<file path="config.mk">
export PLATFORM = sky130hd
export DESIGN_NAME = word_channel_skid_buffer
export DESIGN_NICKNAME = d
export VERILOG_FILES = /design/src/rtl/word_channel_skid_buffer.sv
export SDC_FILE = /design/constraint.sdc
export NUM_CORES = 1
export LEC_CHECK = 0
export BUFFER_PORTS_ARGS = -buffer_cell sky130_fd_sc_hd__buf_2
export CAP_MARGIN = 20
export CORE_ASPECT_RATIO = 1.4
export CORE_MARGIN = 4
export CORE_UTILIZATION = 35
export CTS_CLUSTER_SIZE = 40
export DETAILED_ROUTE_END_ITERATION = 16
export PLACE_DENSITY = 0.63
export RECOVER_POWER = 25
export SLEW_MARGIN = 20
export SYNTH_ARGS = -nofsm -noshare
export SYNTH_HDL_FRONTEND = slang
export SYNTH_SLANG_ARGS = --single-unit
</file>
<file path="constraint.sdc">
create_clock -name clock -period 1.6 [get_ports clock]
set_clock_uncertainty 0.2 [all_clocks]
set_input_delay 0.08 -clock clock [delete_from_list [all_inputs] [get_ports clock]]
set_output_delay 0.08 -clock clock [all_outputs]
set_load 0.01 [all_outputs]
</file>
<file path="src/rtl/word_channel_skid_buffer.sv">
// word_channel_skid_buffer
//
// Two-entry registered skid buffer for a valid/ready word channel. Words pass
// with one cycle of latency at one word per cycle. Every output is a register or
// a decode of registered state, so no combinational path crosses the block in
// either direction. The only exception is enq_ready, which is gated by reset.
//
// Ports:
//   clock         rising-edge clock
//   reset         synchronous, active-high reset
//   enq_valid     producer presents a word
//   enq_ready     block accepts a word this cycle
//   enq_bits      producer word (WIDTH bits)
//   deq_valid     block presents a word
//   deq_ready     consumer accepts a word this cycle
//   deq_bits      word to consumer (WIDTH bits)
//   enq_parity    even parity of enq_bits      (only with WORD_SKID_PARITY_EN)
//   parity_error  sticky parity mismatch flag  (only with WORD_SKID_PARITY_EN)
//
// Optional feature macro: WORD_SKID_PARITY_EN. When it is defined, each slot
// carries a parity bit, and every dequeued word is checked against that bit.

module word_channel_skid_buffer #(
    parameter int unsigned WIDTH = 32
) (
    input  logic             clock,
    input  logic             reset,
    input  logic             enq_valid,
    output logic             enq_ready,
    input  logic [WIDTH-1:0] enq_bits,
    output logic             deq_valid,
    input  logic             deq_ready,
    output logic [WIDTH-1:0] deq_bits
`ifdef WORD_SKID_PARITY_EN
    ,
    input  logic             enq_parity,
    output logic             parity_error
`endif
);

    typedef enum logic [1:0] {
        StEmpty = 2'd0,
        StOne   = 2'd1,
        StTwo   = 2'd2
    } state_e;

    state_e           r_state;
    state_e           w_state_next;
    logic [WIDTH-1:0] r_out;
    logic [WIDTH-1:0] w_out_next;
    logic [WIDTH-1:0] r_skid;
    logic [WIDTH-1:0] w_skid_next;
    logic             w_enq_fire;
    logic             w_deq_fire;

    // Outputs decode registered state only; reset gating of enq_ready is the
    // single combinational term that comes from outside the block.
    assign deq_valid  = (r_state != StEmpty);
    assign enq_ready  = (r_state != StTwo) & ~reset;
    assign deq_bits   = r_out;
    assign w_enq_fire = enq_valid & enq_ready;
    assign w_deq_fire = deq_valid & deq_ready;

    always_comb begin
        w_state_next = r_state;
        w_out_next   = r_out;
        w_skid_next  = r_skid;
        case (r_state)
            StEmpty: begin
                if (w_enq_fire) begin
                    w_state_next = StOne;
                    w_out_next   = enq_bits;
                end
            end
            StOne: begin
                if (w_enq_fire && w_deq_fire) begin
                    w_out_next = enq_bits;
                end else if (w_enq_fire) begin
                    // Consumer stalled: park the new word behind OUT.
                    w_state_next = StTwo;
                    w_skid_next  = enq_bits;
                end else if (w_deq_fire) begin
                    w_state_next = StEmpty;
                end
            end
            StTwo: begin
                // enq_ready is low here, so only a dequeue can occur.
                if (w_deq_fire) begin
                    w_state_next = StOne;
                    w_out_next   = r_skid;
                end
            end
            default: begin
                w_state_next = StEmpty;
            end
        endcase
    end

    always_ff @(posedge clock) begin
        if (reset) begin
            r_state <= StEmpty;
            r_out   <= '0;
            r_skid  <= '0;
        end else begin
            r_state <= w_state_next;
            r_out   <= w_out_next;
            r_skid  <= w_skid_next;
        end
    end

`ifdef WORD_SKID_PARITY_EN
    logic r_out_par;
    logic w_out_par_next;
    logic r_skid_par;
    logic w_skid_par_next;
    logic r_parity_error;
    logic w_parity_error_next;

    // The parity bits follow the same moves as the data slots they belong to.
    always_comb begin
        w_out_par_next  = r_out_par;
        w_skid_par_next = r_skid_par;
        case (r_state)
            StEmpty: begin
                if (w_enq_fire) w_out_par_next = enq_parity;
            end
            StOne: begin
                if (w_enq_fire && w_deq_fire) begin
                    w_out_par_next = enq_parity;
                end else if (w_enq_fire) begin
                    w_skid_par_next = enq_parity;
                end
            end
            StTwo: begin
                if (w_deq_fire) w_out_par_next = r_skid_par;
            end
            default: begin
                w_out_par_next = r_out_par;
            end
        endcase
    end

    // Sticky flag: once set, it stays set until reset.
    assign w_parity_error_next = r_parity_error | (w_deq_fire & ((^r_out) != r_out_par));
    assign parity_error        = r_parity_error;

    always_ff @(posedge clock) begin
        if (reset) begin
            r_out_par      <= 1'b0;
            r_skid_par     <= 1'b0;
            r_parity_error <= 1'b0;
        end else begin
            r_out_par      <= w_out_par_next;
            r_skid_par     <= w_skid_par_next;
            r_parity_error <= w_parity_error_next;
        end
    end
`endif

endmodule
</file>
==> results of run 1 <==
==> tightest hold or removal path: cells and delay by family <==
family	cells	cell delay (ps)
AO/OA/AOI/OAI	1	110
buffers and inverters	1	170
AND/OR/NAND/NOR	1	80
multiplexers	1	90
==> Yosys cell counts <==
cell / instances
a211oi_2: 30
buf_2: 10
buf_4: 1
and2_1: 1
mux2i_1: 33
buf_1: 2
nand3_1: 32
o21a_1: 1
o21ai_1: 5
buf_6: 3
and3b_1: 1
clkbuf_4: 2
a211oi_1: 3
or2_2: 1
a31o_2: 1
clkbuf_1: 26
nand2b_1: 2
dfxtp_1: 66
clkinv_1: 1
o21ai_0: 27
nor2_1: 2
nand3b_1: 1
nand2_1: 1
or3b_1: 1
nand4bb_1: 1
a21oi_1: 33
a311oi_1: 32
nor4bb_1: 1
==> layer usage <==
metal	global-route usage (%)	up-vias	wire length, µm
met3	3.64	16	473
met4	7.20	0	203
met1	20.6	1428	3600
met2	31.2	97	4940
li1	-	1441	-
met5	0	-	0
==> cell type report <==
| type | count | area share, % |
|---|---|---|
| sequential | 66 | 30.2 |
| clock inverter | 6 | 0.967 |
| timing repair buffer | 136 | 22.6 |
| tap | 105 | 2.99 |
| multi-input combinational | 209 | 38.0 |
| clock buffer | 10 | 5.20 |
| inverter | 1 | 0.0853 |
==> sequential cells by signal (all words and copies together), names as in the netlist <==
name      flops
r_skid       32
deq_bits     32
r_state       2
==> path summary, 6_finish.rpt <==
kind,end,slack (ps),cells after the start
worst max register to register,deq_bits[14],50,4
worst min-delay path,r_state[0],40,4
worst min register to register,r_skid[19],280,2
worst max-delay path,enq_ready,40,4
==> power groups by stage <==
stage               combinational (W)  clock, W  sequential (W)
floorplan                    0.000357         0         0.00183
detailed placement           0.000629         0         0.00181
global route                 0.000773   0.00191         0.00179
finish                       0.000713   0.00179         0.00178
CTS                          0.000695   0.00184         0.00178
global placement             0.000619         0         0.00181
==> timing repair <==
action                                  CTS  global route
endpoints found under the setup margin   49            58
hold buffers                             33             0
gates resized for setup                   4            28
hold endpoints to repair                 65             0
buffers inserted                          0             3
cloned                                    0             2
==> metrics by stage <==
step                setup slack (ps)  total power, W  cells
finish                          44.6         0.00428    533
floorplan                       26.5         0.00219    320
global placement               -10.1         0.00243    479
CTS                             24.3         0.00431    528
global route                   -31.3         0.00447    533
detailed placement             -45.8         0.00244    479
==> cells by family after synthesis <==
logic type,Yosys count
compound gates,132
buf+inv,45
flops,66
mux,33
simple gates,44
==> metrics, run 1 <==
worst path cell trace nand2b_4, buf_6, and2_1, buf_2; final wirelength 9.22 mm; maximum VDD drop 0.612 mV; placer congestion estimate 0.716; synth top area cells dfxtp_1 (42%), a211oi_2 (12%), mux2i_1 (11%); Worst Path Buf+Inv 2; post-synth top area share 42.2%; Clock Sinks 66; Ports 70; Worst EP required 1320 ps; Synth Register Bits 66; HP Class input pin to register; core area 8660 µm²; initial core utilization 36.1%; Filler cells 816; P_leak 1.77 nW; cell family with most CP delay flip-flops; number of setup violations in the final report 0; Sw Ratio 27.3%; most common cell after layout, fill and taps aside dfxtp_1; Ant. Diodes 0; Worst Path Max Fanout 7; Via Count 2982; drt pass-1 iters 4; Int Pwr 0.00311 W; Hold WS 42.7 ps; launch point of the worst reg-to-reg path r_state[1]; vias in the first global route 2976; cell area after synthesis 3130 µm²; Register Area 1330 µm²; Yosys top cell by area dfxtp_1; Via density 5.59; post-route antenna net violation count 0; die area 10500 µm²; fin area 4400 µm²; commonest non-fill, non-tap cells in the layout dfxtp_1 (64), buf_2 (46), mux2i_1 (33), dlygate4sd3_1 (33), nand3_1 (32); Setup CP Type register to output pin; CP Launch Type register; Final Cycle Share 97.2%; proportion of synthesized chip area in sequential cells 42.2%; Unique masters post-synth 28; clock tree buffer depth 2; Clk pwr share 41.8%; multi-input logic area 1670 µm²; Die Ht 120 µm; Yosys Warn Count 0; I/O Buffers 69; GRT Total Usage 17.8%; Final Hold Viols 0; sum of negative setup slack 0 ps; GRT overflow 0; post-synthesis mux area share 10.6%; syn avg cell area 9.78 µm²; Worst Setup End Kind output pin; Final min period 1560 ps; clock root cell clkbuf_16; Switch Pwr 0.00117 W; Mapped Nets 356; Relative slew margins 65.5%; Clk Latency, worst-skew pair 330 ps; CTS tree built; CP startpoint r_state[0]; Reg power frac 41.5%; setup repair after global routing missed its margin yes; ratio of cells with drive above 1 in the final layout 32.9%; Final HPWL DP 5.96 mm; Slew @ Worst Pin 518 ps; Post-Synth XOR/XNOR Area 0%; Synth Area in Simple Gates 7.76%; MaxCap Viol Count 0; status completed; max-slew violations 0; compound-gate portion of the synthesized area 32.6%; first-pass GRT wire length 14.7 mm; post-route DRC violation count 0; Comb power frac 16.7%; Mapped Cells 320; CP peak stage delay 360 ps; total CTS buffers 9; Site Rows 40; routed len/inst 17.3 µm; pwr dens 972 nW/µm²; crit path DAT 1280 ps; nets 459; fmax 643 MHz; Core Util, Final 50.8%; H-tree levels 3; DRT iter0 DRCs 139; area grow syn2layout 40.6%; hold wc startpoint deq_ready; slowest stage cell on the critical path dfxtp_4; clock transition at the registers of the reported paths 50 ps; initial antenna violation count 0; Die Wd 87.9 µm; Synth Area in Adders 0%; post-placement cell area 3680 µm²; largest family of logic cells by synthesized area compound AO/OA/AOI/OAI gates; pin count of the biggest net entering global routing 55
(Power assumes the default switching activity.)
==> run 2, diff against run 1 <==
Settings changed: CORE_UTILIZATION 35 to 49, PLACE_DENSITY 0.63 to 0.81.
==> run 2 against run 1 <==
  * The run now ends with setup timing left
  * Highest routed layer unchanged
  * Total power is 7.7% lower
  * First-iteration DRC count grew 37%
  * Core utilization up 22 points
  * Sequential power about the same
  * Hold slack got worse by 12 ps
  * Largest cell class unchanged
  * Routed wire length is 16% higher
  * Critical endpoint is now r_skid[24]
==> metrics, run 2 (synthesis gave the netlist of run 1 again) <==
final wirelength 10.7 mm; MaxCap Viol Count 0; clock root cell clkbuf_8; Clk Latency, worst-skew pair 350 ps; pwr dens 875 nW/µm²; I/O Buffers 69; Slew @ Worst Pin 515 ps; setup repair after global routing missed its margin yes; sum of negative setup slack -1000 ps; initial core utilization 50.4%; most common cell after layout, fill and taps aside dfxtp_1; Die Ht 103 µm; Worst Path Buf+Inv 3; number of setup violations in the final report 31; P_leak 1.79 nW; die area 7750 µm²; launch point of the worst reg-to-reg path r_state[1]; Via Count 3234; fin area 4510 µm²; CTS tree built; Final HPWL DP 5.49 mm; Worst Path Max Fanout 8; Via density 6.46; Die Wd 75.5 µm; HP Class input pin to register; commonest non-fill, non-tap cells in the layout dfxtp_1 (64), buf_2 (51), dlygate4sd3_1 (34); most used cell, CP buf_6; routed len/inst 21.3 µm; slowest stage cell on the critical path dfxtp_4; GRT Total Usage 24.3%; initial antenna violation count 0; vias in the first global route 2976; clock transition at the registers of the reported paths 80 ps; Setup CP Type register to register; Reg2Reg Setup Slack -120 ps; post-route antenna net violation count 0; first-pass GRT wire length 14.3 mm; pin count of the biggest net entering global routing 41; H-tree levels 3; CP Launch Type register; multi-input logic area 1820 µm²; Filler cells 385; Worst EP required 1680 ps; Final Hold Viols 0; nets 460; clock tree buffer depth 2; placer congestion estimate 0.809; Final min period 1720 ps; Core Util, Final 72.7%; maximum VDD drop 0.611 mV; violated checks setup timing; setup slack after layout -115 ps; total power 0.00395 W; status finished with violations; Worst Setup End Kind register; Hold Path End r_state[0]; Relative slew margins 65.7%; cell family with most CP delay buffers and inverters; Final Cycle Share 107%; worst path cell trace buf_6, nor4bb_4, buf_6, buf_12, nand3_1, a21oi_2; core area 6210 µm²; post-route DRC violation count 0; ratio of cells with drive above 1 in the final layout 39.4%; FF-to-FF End r_skid[24]; CP peak stage delay 370 ps; DRT iter0 DRCs 190; Clock Sinks 66; Hold Path Depth 4; Register Area 1330 µm²; hold wc startpoint deq_ready; total CTS buffers 9; drt pass-1 iters 6; area grow syn2layout 44.3%; max-slew violations 0; crit path DAT 1800 ps; post-placement cell area 3640 µm²; Ant. Diodes 0; Site Rows 34; fmax 583 MHz; Ports 70; FF-to-FF path depth 6; GRT overflow 0
[run 2: changes by cell type in the layout (fill, tap and decap cells not counted), sizes merged]
cell and delta:
buf +6, clkbuf -6, bufinv +1, clkinv +1
clkinvlp -1, dlygate4sd3 +1, inv -1
[run 2: worst min-delay path, delay by kind of cell]
family | cells | cell delay [ps]
AO/OA/AOI/OAI | 1 | 110
buffers and inverters | 1 | 170
multiplexers | 1 | 100
AND/OR/NAND/NOR | 1 | 90
[run 2: repair_timing]
item,in CTS,in global routing
pin swaps,0,12
hold endpoints to repair,65,0
cloned,0,4
setup endpoints to repair,5,63
hold buffers,34,0
resized for setup,6,66
buffers inserted,3,2
[run 2: metrics by stage]
stage                     hold WS (ps)  std cells  worst slack (ps)
after floorplan                  -47.2        320              26.5
after global placement             143        442              79.6
after detailed placement           152        442              15.3
after CTS                         24.3        495             -27.8
after global routing              60.1        501              -154
final                             30.3        501              -115
[run 2: area by class of cell]
class / count / area share (%)
clock inverter: 6 / 1.27
inverter: 1 / 0.0831
tap: 72 / 2.00
clock buffer: 10 / 2.83
multi-input combinational: 209 / 40.3
sequential: 66 / 29.4
timing repair buffer: 137 / 24.1
[run 2: how the worst max path moves through the flow]
stage	from	to	slack [ps]	depth (start not counted)
5_1_grt	r_state[1]	r_skid[27]	-150	5
2_1_floorplan	r_state[1]	deq_bits[10]	30	6
4_1_cts	r_state[1]	enq_ready	-30	5
3_3_place_gp	r_state[1]	deq_bits[24]	80	5
6_report	r_state[1]	r_skid[24]	-120	6
3_5_place_dp	r_state[1]	r_skid[0]	20	5
[run 2: per-layer routing]
metal | track usage (%) | part of all wire, % | vias up
met3 | 5.85 | 6.7 | 39
met1 | 29.0 | 38 | 1587
met4 | 12.1 | 3.8 | 0
li1 | - | - | 1442
met2 | 40.0 | 51 | 166
met5 | 0 | 0 | -
[run 2: where the power goes]
part | internal [W] | total (W) | switching, W
Sequential | 0.00172 | 0.00178 | 0.0000535
Combinational | 0.000367 | 0.000797 | 0.000431
Clock | 0.000709 | 0.00138 | 0.000667
